==> src/rtl/cache_arbiter.sv <==
// Arbitrates the single physical-memory port between the I-cache and D-cache,
// one line transaction at a time. Define CACHE_ARB_RR_EN for round-robin on conflict.
module cache_arbiter #(
    parameter int ADDR_WIDTH = 32,
    parameter int LINE_WIDTH = 256
) (
    input  logic                  clk,
    input  logic                  rst,
    input  logic                  i_read,
    input  logic [ADDR_WIDTH-1:0] i_addr,
    output logic [LINE_WIDTH-1:0] i_rdata,
    output logic                  i_resp,
    input  logic                  d_read,
    input  logic                  d_write,
    input  logic [ADDR_WIDTH-1:0] d_addr,
    input  logic [LINE_WIDTH-1:0] d_wdata,
    output logic [LINE_WIDTH-1:0] d_rdata,
    output logic                  d_resp,
    output logic                  mem_read,
    output logic                  mem_write,
    output logic [ADDR_WIDTH-1:0] mem_addr,
    output logic [LINE_WIDTH-1:0] mem_wdata,
    input  logic [LINE_WIDTH-1:0] mem_rdata,
    input  logic                  mem_resp
);

    typedef enum logic [1:0] {
        IDLE    = 2'd0,
        SERVE_I = 2'd1,
        SERVE_D = 2'd2
    } state_e;

    state_e                state_q, state_d;
    logic                  mem_read_q, mem_read_d;
    logic                  mem_write_q, mem_write_d;
    logic [ADDR_WIDTH-1:0] mem_addr_q, mem_addr_d;
    logic [LINE_WIDTH-1:0] mem_wdata_q, mem_wdata_d;
    logic                  d_req;
    logic                  d_wins;

    assign d_req = d_read | d_write;

`ifdef CACHE_ARB_RR_EN
    // High when the most recent grant went to the D-cache; resets to I so the first conflict goes to D.
    logic last_d_q, last_d_d;
    assign d_wins = ~last_d_q;
`else
    assign d_wins = 1'b1;
`endif

    // Next-state, grant and latch selection.
    always_comb begin
        state_d     = state_q;
        mem_read_d  = mem_read_q;
        mem_write_d = mem_write_q;
        mem_addr_d  = mem_addr_q;
        mem_wdata_d = mem_wdata_q;
`ifdef CACHE_ARB_RR_EN
        last_d_d    = last_d_q;
`endif
        case (state_q)
            IDLE: begin
                if (d_req && (!i_read || d_wins)) begin
                    state_d     = SERVE_D;
                    mem_addr_d  = d_addr;
                    mem_wdata_d = d_wdata;
                    // A write-back wins over a read if a D-cache ever raises both.
                    mem_write_d = d_write;
                    mem_read_d  = ~d_write;
`ifdef CACHE_ARB_RR_EN
                    last_d_d    = 1'b1;
`endif
                end else if (i_read) begin
                    state_d     = SERVE_I;
                    mem_addr_d  = i_addr;
                    mem_read_d  = 1'b1;
                    mem_write_d = 1'b0;
`ifdef CACHE_ARB_RR_EN
                    last_d_d    = 1'b0;
`endif
                end else begin
                    mem_read_d  = 1'b0;
                    mem_write_d = 1'b0;
                end
            end
            SERVE_I, SERVE_D: begin
                if (mem_resp) begin
                    state_d     = IDLE;
                    mem_read_d  = 1'b0;
                    mem_write_d = 1'b0;
                end else begin
                    state_d     = state_q;
                end
            end
            default: begin
                state_d     = IDLE;
                mem_read_d  = 1'b0;
                mem_write_d = 1'b0;
            end
        endcase
    end

    // Controller state and registered memory-port outputs.
    always_ff @(posedge clk or posedge rst) begin
        if (rst) begin
            state_q     <= IDLE;
            mem_read_q  <= 1'b0;
            mem_write_q <= 1'b0;
            mem_addr_q  <= '0;
            mem_wdata_q <= '0;
`ifdef CACHE_ARB_RR_EN
            last_d_q    <= 1'b0;
`endif
        end else begin
            state_q     <= state_d;
            mem_read_q  <= mem_read_d;
            mem_write_q <= mem_write_d;
            mem_addr_q  <= mem_addr_d;
            mem_wdata_q <= mem_wdata_d;
`ifdef CACHE_ARB_RR_EN
            last_d_q    <= last_d_d;
`endif
        end
    end

    assign mem_read  = mem_read_q;
    assign mem_write = mem_write_q;
    assign mem_addr  = mem_addr_q;
    assign mem_wdata = mem_wdata_q;

    // Response is combinational from mem_resp so the requester sees completion in the same cycle.
    assign i_resp  = (state_q == SERVE_I) & mem_resp;
    assign d_resp  = (state_q == SERVE_D) & mem_resp;
    assign i_rdata = mem_rdata;
    assign d_rdata = mem_rdata;

endmodule
==> config.mk <==
export PLATFORM = sky130hd
export DESIGN_NAME = cache_arbiter
export DESIGN_NICKNAME = d
export VERILOG_FILES = /design/src/rtl/cache_arbiter.sv
export SDC_FILE = /design/constraint.sdc
export NUM_CORES = 1
export LEC_CHECK = 0
export ABC_AREA = 1
export CORE_AREA = 2 2 534 536
export CTS_CLUSTER_DIAMETER = 200
export DETAILED_ROUTE_END_ITERATION = 12
export DIE_AREA = 0 0 536 538
export SLEW_MARGIN = 20
export SYNTH_ARGS = -nofsm -noshare
export SYNTH_HDL_FRONTEND = slang
export SYNTH_SLANG_ARGS = --single-unit
==> constraint.sdc <==
create_clock -name clk -period 13.4 [get_ports clk]
set_clock_uncertainty 0.15 [all_clocks]
set_input_delay 3.35 -clock clk [delete_from_list [all_inputs] [get_ports clk]]
set_output_delay 3.35 -clock clk [all_outputs]
set_load 0.01 [all_outputs]
==> summary.txt, run 1 <==
Syn Nets -> 2455
Final setup vio count -> 0
VDD IR max -> 89.0 uV
RSZ-0062 raised after global routing -> no
Critical path endpoint category -> output pin
R2R setup slack -> 9970 ps
I/O Pins -> 1386
TNS Setup -> 0 ps
Slew headroom -> 0.305
DP Wirelength -> 157 mm
Avg WL per Cell -> 30.4 um
Deepest clock path buffer count -> 3
Total CTS buffers -> 47
R2r startpoint -> state_q[0]
Largest net degree at the start of global routing -> 122
DRC violations left -> 0
Number of port buffers -> 617
Leakage power -> 9.70 nW
Arr. time, crit path -> 5720 ps
R2R cell count -> 8
Worst-path clk slew -> 40 ps
Placed Instance Area -> 22100 sq um
Nets@finish -> 2552
Distinct cell type count after synthesis -> 13
Vias per inst -> 2.22
Starting Density -> 0.0540
Detailed-route via count -> 12900
Die Y -> 538 um
Storage cell area -> 7310 sq um
Minimum clock period after layout -> 9220 ps
Crit path kind -> in -> out
Seq/Total Area, Yosys -> 0.478
Slew Viols, Final -> 0
Final Cycle Share -> 0.688
Startpoint Class -> input port
Die span in x -> 536 um
Row count -> 196
Mean Syn Cell Area -> 8.17 sq um
Setup WS pre-CTS -> 4310 ps
Gpl congestion -> 0.907
Status -> finished, final reports clean
Crit-path max FO -> 4
Multi-input logic area -> 3750 sq um
H-tree depth -> 2
Cell count after placement -> 5680
Cts repair resizes -> 0
1st-iter DRT viols -> 1038
Setup bufs post-CTS -> 0
Die ar. -> 288000 sq um
Total track usage -> 0.117
Clk root buf -> clkbuf_16
Max cap viols -> 0
Flops & latches, synth -> 292
Filler Cell Count -> 33000
Post-route ant nets -> 0
Endpoint, Worst Hold -> mem_wdata[176]
Min-Delay Path Class -> reg -> reg
First-pass GRT wire length -> 201 mm
Most frequent cells in the layout -> nand2_1 (974), clkdlybuf4s50_1 (617), dfrtp_1 (292)
Hold_buf cts -> 0
Share of cells above drive strength 1 -> 0.0464
Commonest non-fill, non-tap cell in the layout -> nand2_1
RR Endpoint -> mem_wdata[238]
Hold depth -> 2
Ys Warns -> 0
Fmax -> 0.108 GHz
Worst Slack Setup Final -> 4180 ps
# clock sinks -> 292
Mapped Area -> 15300 sq um
Hold Path Origin -> mem_wdata[176]
DR pass1 iterations -> 5
Design Area, Final -> 23800 sq um
Initial antenna violation count -> 122
Area grow syn2layout -> 55.6%
Gr ovfl total -> 0
CTS tree -> done
Final WL -> 176 mm
PwrDens -> 231 nW/um^2
Final Hold Viols -> 0
Filler-free cell count of the finished design -> 5793
Number of global-route vias before repair -> 12100
CP required -> 9900 ps
Syn Inst Count -> 1870
Core Region -> 283000 sq um
Skew-Pair Late Insertion Delay -> 700 ps
Worst-margin pin slew -> 1040 ps
-- cell type report --
type / count / share of cell area
Sequential cell: 292 / 0.307
Timing Repair Buffer: 628 / 0.264
Tap cell: 3762 / 0.198
Multi-Input combinational cell: 985 / 0.158
Clock buffer: 67 / 0.0569
Clock inverter: 20 / 0.0104
Antenna cell: 26 / 0.00274
Inverter: 13 / 0.00268
-- stage by stage --
stage	util	hold slack, ps	total power, W
after CTS	0.0837	320	0.00564
after global placement	0.0781	303	0.00424
after detailed placement	0.0781	307	0.00425
after floorplan	-	317	0.00255
final	0.0839	315	0.00550
after global routing	0.0838	331	0.00586
-- critical path, cell delays in order --
cell	delay, ps
clkdlybuf4s50_1	1030
nand2_1	440
inv_1	250
clkdlybuf4s50_1	610
-- cells in the mapped netlist, drive strengths merged --
master	count	area, sq um
buf	576	4170
clkbuf	4	15.0
dfrtp	292	7310
ha	3	37.5
inv	13	48.8
nand2	976	3660
nand3	2	10.0
nand4	1	6.26
nor2	2	22.5
o21ai	1	5.00
-- flip-flops by register name, indices dropped and copies added (netlist names) --
signal,flops
state_q,2
mem_wdata,256
mem_read,1
mem_write,1
mem_addr,32
-- where the power goes --
part           leakage (nW)  total, W  internal [W]  switching, W
clock                 0.762   0.00131      0.000764      0.000544
sequential             3.58   0.00157       0.00132      0.000257
combinational          5.37   0.00262       0.00102       0.00160
total                  9.70   0.00550       0.00310       0.00241
-- cells by family (layout without fill, tap and decap cells) --
family          after synthesis  count (layout)  share of synthesized area
compound gates                1               1                   0.000327
fa+ha+maj                     3               3                    0.00246
buf+inv                     593             728                      0.277
flops                       292             292                      0.478
other cells                   0              26                          0
simple gates                981             981                      0.242
-- layer usage --
metal | routed length, um | global-route usage
met5 | 723 | 0.00740
met4 | 12400 | 0.0753
met3 | 49600 | 0.148
met2 | 66900 | 0.153
met1 | 46200 | 0.0924
-- how the worst max path moves through the flow --
stage          slack, ps  depth (start not counted)          end     start
6_report            4180                          4       i_resp  mem_resp
2_1_floorplan       1840                          1  mem_addr[0]       rst
4_1_cts             4300                          4       i_resp  mem_resp
5_1_grt             4330                          4       i_resp  mem_resp
3_3_place_gp        4280                          4       i_resp  mem_resp
3_5_place_dp        4310                          4       i_resp  mem_resp
Note: power is estimated with default switching activity, not from simulation.
==> inputs of run 2 (changes only) <==
--- a/config.mk
+++ b/config.mk
@@ -6,10 +6,10 @@
 export NUM_CORES = 1
 export LEC_CHECK = 0
 export ABC_AREA = 1
-export CORE_AREA = 2 2 534 536
+export CORE_AREA = 2 2 544 546
 export CTS_CLUSTER_DIAMETER = 200
 export DETAILED_ROUTE_END_ITERATION = 12
-export DIE_AREA = 0 0 536 538
+export DIE_AREA = 0 0 546 548
 export SLEW_MARGIN = 20
 export SYNTH_ARGS = -nofsm -noshare
 export SYNTH_HDL_FRONTEND = slang
==> constraint.sdc (replaced) <==
create_clock -name clk -period 7.6 [get_ports clk]
set_clock_uncertainty 0.15 [all_clocks]
set_input_delay 1.9 -clock clk [delete_from_list [all_inputs] [get_ports clk]]
set_output_delay 1.9 -clock clk [all_outputs]
set_load 0.01 [all_outputs]
==> summary.txt, run 2 (synthesized netlist as in run 1, its figures left out) <==
Status -> finished, final reports clean
Most frequent cell on the critical path -> clkdlybuf4s50_1
Worst-path clk slew -> 50 ps
Die span in x -> 546 um
Arr. time, crit path -> 4230 ps
Crit-path cells -> clkdlybuf4s50_1 -> nand2_1 -> inv_1 -> clkdlybuf4s50_1
DR pass1 iterations -> 8
Die Y -> 548 um
Area grow syn2layout -> 57.0%
I/O Pins -> 1386
Nets@finish -> 2552
Hold Path Origin -> mem_wdata[205]
Fmax -> 0.159 GHz
H-tree depth -> 2
Row count -> 199
Gpl congestion -> 0.915
Clk root buf -> clkbuf_16
Most frequent cells in the layout -> nand2_1 (975), clkdlybuf4s50_1 (617), dfrtp_1 (292)
R2r startpoint -> state_q[1]
Worst Slack Setup Final -> 1320 ps
Skew-Pair Late Insertion Delay -> 680 ps
Hold_buf cts -> 0
Worst Path Buf+Inv -> 3
Post-route ant nets -> 0
Setup WS pre-CTS -> 1400 ps
Startpoint Class -> input port
Worst-margin pin slew -> 1090 ps
Min-Delay Path Class -> reg -> reg
Largest register FFs -> 256
RR Endpoint -> mem_wdata[55]
DRC violations left -> 0
Leakage power -> 9.74 nW
Number of port buffers -> 617
R2R cell count -> 7
Share of cells above drive strength 1 -> 0.0504
Final setup vio count -> 0
Initial antenna violation count -> 112
R2R setup slack -> 4500 ps
Total CTS buffers -> 45
Crit-path max FO -> 3
Final Hold Viols -> 0
CP required -> 5550 ps
TNS Setup -> 0 ps
Cts repair resizes -> 0
Gr ovfl total -> 0
PwrDens -> 408 nW/um^2
Filler Cell Count -> 34300
First-pass GRT wire length -> 213 mm
1st-iter DRT viols -> 1075
Hold depth -> 2
Avg WL per Cell -> 30.8 um
Endpoint, Worst Hold -> mem_wdata[205]
Core Region -> 293000 sq um
Vias per inst -> 2.14
Commonest non-fill, non-tap cell in the layout -> nand2_1
Detailed-route via count -> 12700
Die ar. -> 299000 sq um
CP max stage cell -> clkdlybuf4s50_1
Deepest clock path buffer count -> 3
# clock sinks -> 292
Minimum clock period after layout -> 6280 ps
Slew headroom -> 0.271
Slew Viols, Final -> 0
CTS tree -> done
RSZ-0062 raised after global routing -> no
Crit path kind -> in -> out
Max cap viols -> 0
Largest net degree at the start of global routing -> 110
Critical Path Max Stage Delay -> 1010 ps
Number of global-route vias before repair -> 12300
Critical path endpoint category -> output pin
DP Wirelength -> 166 mm
Final Cycle Share -> 0.826
Final WL -> 183 mm
Total track usage -> 0.119
CP delay by family, top -> buffers and inverters
Starting Density -> 0.0522
VDD IR max -> 209 uV
Setup bufs post-CTS -> 0
-- run 2: changes by cell type in the layout (fill, tap and decap cells not counted) --
cell	delta
clkinvlp_4	-3
diode_2	-6
clkinv_4	+2
clkbuf_16	-3
nand2_2	-1
nand2_1	+1
inv_8	-2
clkbuf_1	-10
clkinv_2	+7
inv_6	+4
inv_16	+1
buf_12	+3
buf_4	-1
bufinv_16	+1
-- run 2: layer usage --
layer / global-route usage / wire [um] / vias to the layer above
met4: 0.0617 / 11200 / 20
met2: 0.164 / 71600 / 1406
met3: 0.164 / 54900 / 540
met1: 0.0853 / 45200 / 5392
met5: 0 / 286 / -
li1: - / - / 5331
-- run 2: worst max path at each step --
stage             start     endpoint  slack (ps)  depth (start not counted)
3_5_place_dp   mem_resp       i_resp        1400                          4
2_1_floorplan       rst  mem_addr[0]        1670                          1
4_1_cts        mem_resp       i_resp        1390                          4
6_report       mem_resp       i_resp        1320                          4
5_1_grt        mem_resp       i_resp        1390                          4
3_3_place_gp   mem_resp       i_resp        1380                          4
-- run 2: area by class of cell --
class,instances,area (sq um),area share
Antenna cell,20,50.0,0.00209
Clock buffer,54,1240,0.0517
Clock inverter,30,344,0.0143
Inverter,13,60.1,0.00250
Multi-Input combinational cell,985,3750,0.156
Sequential cell,292,7310,0.305
Tap cell,3919,4900,0.204
Timing Repair Buffer,630,6340,0.264
-- run 2: power by group --
group | switching, W | internal, W | leakage, nW | total, W
logic | 0.00291 | 0.00180 | 5.38 | 0.00470
clock network | 0.000982 | 0.00132 | 0.785 | 0.00230
registers | 0.000459 | 0.00232 | 3.58 | 0.00278
-- run 2: per-stage QoR --
stage            util  hold WS, ps  instances  total power [W]  area (sq um)
5_1_grt        0.0817          332       5930           0.0104         24000
4_1_cts        0.0817          321       5923           0.0100         23900
3_5_place_dp   0.0763          307       5839          0.00760         22400
6_report       0.0819          316       5943          0.00978         24000
2_1_floorplan       -          317       1870          0.00449         15300
3_3_place_gp   0.0763          304       5839          0.00758         22400
-- run 2: worst register-to-register path: stages (launching register included) --
cell and delay (ps):
dfrtp_1 400, inv_1 90, ha_1 240, inv_1 100
nor2_4 540, buf_4 880, nand2_1 440, nand2_1 160
==> inputs of run 3 (changes only) <==
--- a/config.mk
+++ b/config.mk
@@ -6,10 +6,10 @@
 export NUM_CORES = 1
 export LEC_CHECK = 0
 export ABC_AREA = 1
-export CORE_AREA = 2 2 544 546
+export CORE_AREA = 2 2 534 536
 export CTS_CLUSTER_DIAMETER = 200
 export DETAILED_ROUTE_END_ITERATION = 12
-export DIE_AREA = 0 0 546 548
+export DIE_AREA = 0 0 536 538
 export SLEW_MARGIN = 20
 export SYNTH_ARGS = -nofsm -noshare
 export SYNTH_HDL_FRONTEND = slang
==> constraint.sdc (replaced) <==
create_clock -name clk -period 6.1 [get_ports clk]
set_clock_uncertainty 0.15 [all_clocks]
set_input_delay 1.525 -clock clk [delete_from_list [all_inputs] [get_ports clk]]
set_output_delay 1.525 -clock clk [all_outputs]
set_load 0.01 [all_outputs]
==> summary.txt, run 3 (synthesized netlist as in run 1, its figures left out) <==
Max cap viols -> 0
Arr. time, crit path -> 3110 ps
Final setup vio count -> 0
Crit-path cells -> clkdlybuf4s50_1 -> buf_4 -> nand2_1 -> inv_1 -> clkdlybuf4s50_1
Gr ovfl total -> 0
Most frequent cell on the critical path -> clkdlybuf4s50_1
1st-iter DRT viols -> 1006
Final Hold Viols -> 0
Area grow syn2layout -> 54.5%
Fmax -> 0.209 GHz
Net Sw Power -> 0.00507 W
Post-route ant nets -> 0
RSZ-0062 raised after global routing -> no
Setup WS pre-CTS -> 1220 ps
Critical path endpoint category -> output pin
Filler Cell Count -> 33100
Initial antenna violation count -> 105
Min-Delay Path Class -> reg -> reg
Leakage power -> 9.66 nW
Most frequent cells in the layout -> nand2_1 (976), clkdlybuf4s50_1 (617), dfrtp_1 (292)
CP delay by family, top -> buffers and inverters
Largest net degree at the start of global routing -> 108
Avg WL per Cell -> 28.6 um
First-pass GRT wire length -> 191 mm
CP max stage cell -> clkdlybuf4s50_1
Gpl congestion -> 0.930
Crit path kind -> in -> out
Worst-path clk slew -> 50 ps
Placed Instance Area -> 22200 sq um
H-tree depth -> 2
DP Wirelength -> 149 mm
Hold_buf cts -> 0
Share of cells above drive strength 1 -> 0.0455
Number of global-route vias before repair -> 12100
# clock sinks -> 292
Power share of the clock group -> 0.215
CP required -> 4430 ps
Row count -> 196
Startpoint Class -> input port
Minimum clock period after layout -> 4790 ps
Hold Slack -> 316 ps
Endpoint, Worst Hold -> mem_wdata[185]
Cell count after placement -> 5689
Final Cycle Share -> 0.785
Slew Viols, Final -> 0
Crit-path max FO -> 3
TNS Setup -> 0 ps
Starting Density -> 0.0540
Combinational power share -> 0.484
Worst Path Buf+Inv -> 4
R2r startpoint -> state_q[0]
Sw Ratio -> 0.437
Filler-free cell count of the finished design -> 5776
Commonest non-fill, non-tap cell in the layout -> nand2_1
Clk root buf -> clkbuf_16
Critical Path Max Stage Delay -> 540 ps
Total CTS buffers -> 42
VDD IR max -> 204 uV
Worst-margin pin slew -> 1090 ps
Status -> finished, final reports clean
Design Area, Final -> 23600 sq um
CTS tree -> done
Number of port buffers -> 617
PwrDens -> 492 nW/um^2
I/O Pins -> 1386
Largest register FFs -> 256
R2R setup slack -> 3430 ps
Reg power frac -> 0.301
Slew headroom -> 0.274
Skew-Pair Late Insertion Delay -> 700 ps
Internal -> 0.00654 W
Hold Path Origin -> mem_wdata[185]
RR Endpoint -> mem_wdata[36]
Deepest clock path buffer count -> 3
Cts repair resizes -> 0
Detailed-route via count -> 12800
DRC violations left -> 0
Die span in x -> 536 um
Final WL -> 165 mm
Setup bufs post-CTS -> 0
R2R cell count -> 8
Nets@finish -> 2556
Die Y -> 538 um
Worst Slack Setup Final -> 1310 ps
Core Region -> 283000 sq um
Die ar. -> 288000 sq um
DR pass1 iterations -> 5
Hold depth -> 2
Vias per inst -> 2.22
Total track usage -> 0.109
-- run 3: changes by cell type in the layout (fill, tap and decap cells not counted), sizes merged, moves of 3 or more --
cell / delta
bufinv: -3
buf: +7
diode: -5
clkinv: -7
-- run 3: how the worst max path moves through the flow --
stage                     startpoint           to  slack [ps]  cells past startpoint
after floorplan                  rst  mem_addr[0]         550                      1
after global placement      mem_resp       d_resp        1230                      5
after detailed placement    mem_resp       d_resp        1220                      5
after CTS                   mem_resp       d_resp        1220                      5
after global routing        mem_resp       d_resp        1240                      5
final                       mem_resp       i_resp        1310                      5
-- run 3: tightest hold or removal path, cell delays in order, from the launching register on --
cell	delay, ps
dfrtp_1	330
nand2_1	50
nand2_1	50
-- run 3: layout make-up --
type	instances	area, sq um	share of cell area
Antenna cell	15	37.5	0.00159
Clock buffer	52	1140	0.0482
Clock inverter	20	204	0.00864
Inverter	13	60.1	0.00254
Multi-Input combinational cell	985	3740	0.159
Sequential cell	292	7310	0.309
Tap cell	3762	4710	0.199
Timing Repair Buffer	637	6410	0.272
-- run 3: layer usage --
layer	GRT usage	routed length [um]	up-vias
met3	0.148	50500	537
li1	-	-	5318
met5	0.00987	508	-
met1	0.0868	42900	5548
met2	0.138	59500	1406
met4	0.0675	12000	24
-- run 3: metrics by stage --
stage	util	power (W)
finish	0.0834	0.0116
detailed placement	0.0785	0.00922
global placement	0.0785	0.00920
global route	0.0833	0.0124
CTS	0.0832	0.0119
floorplan	-	0.00560
-- run 3: power by group through the flow --
stage | Sequential, W | Clock, W | Combinational (W)
after floorplan | 0.00384 | 0 | 0.00175
after global placement | 0.00346 | 0 | 0.00574
after detailed placement | 0.00347 | 0 | 0.00574
after CTS | 0.00348 | 0.00262 | 0.00576
after global routing | 0.00360 | 0.00268 | 0.00610
final | 0.00349 | 0.00250 | 0.00562
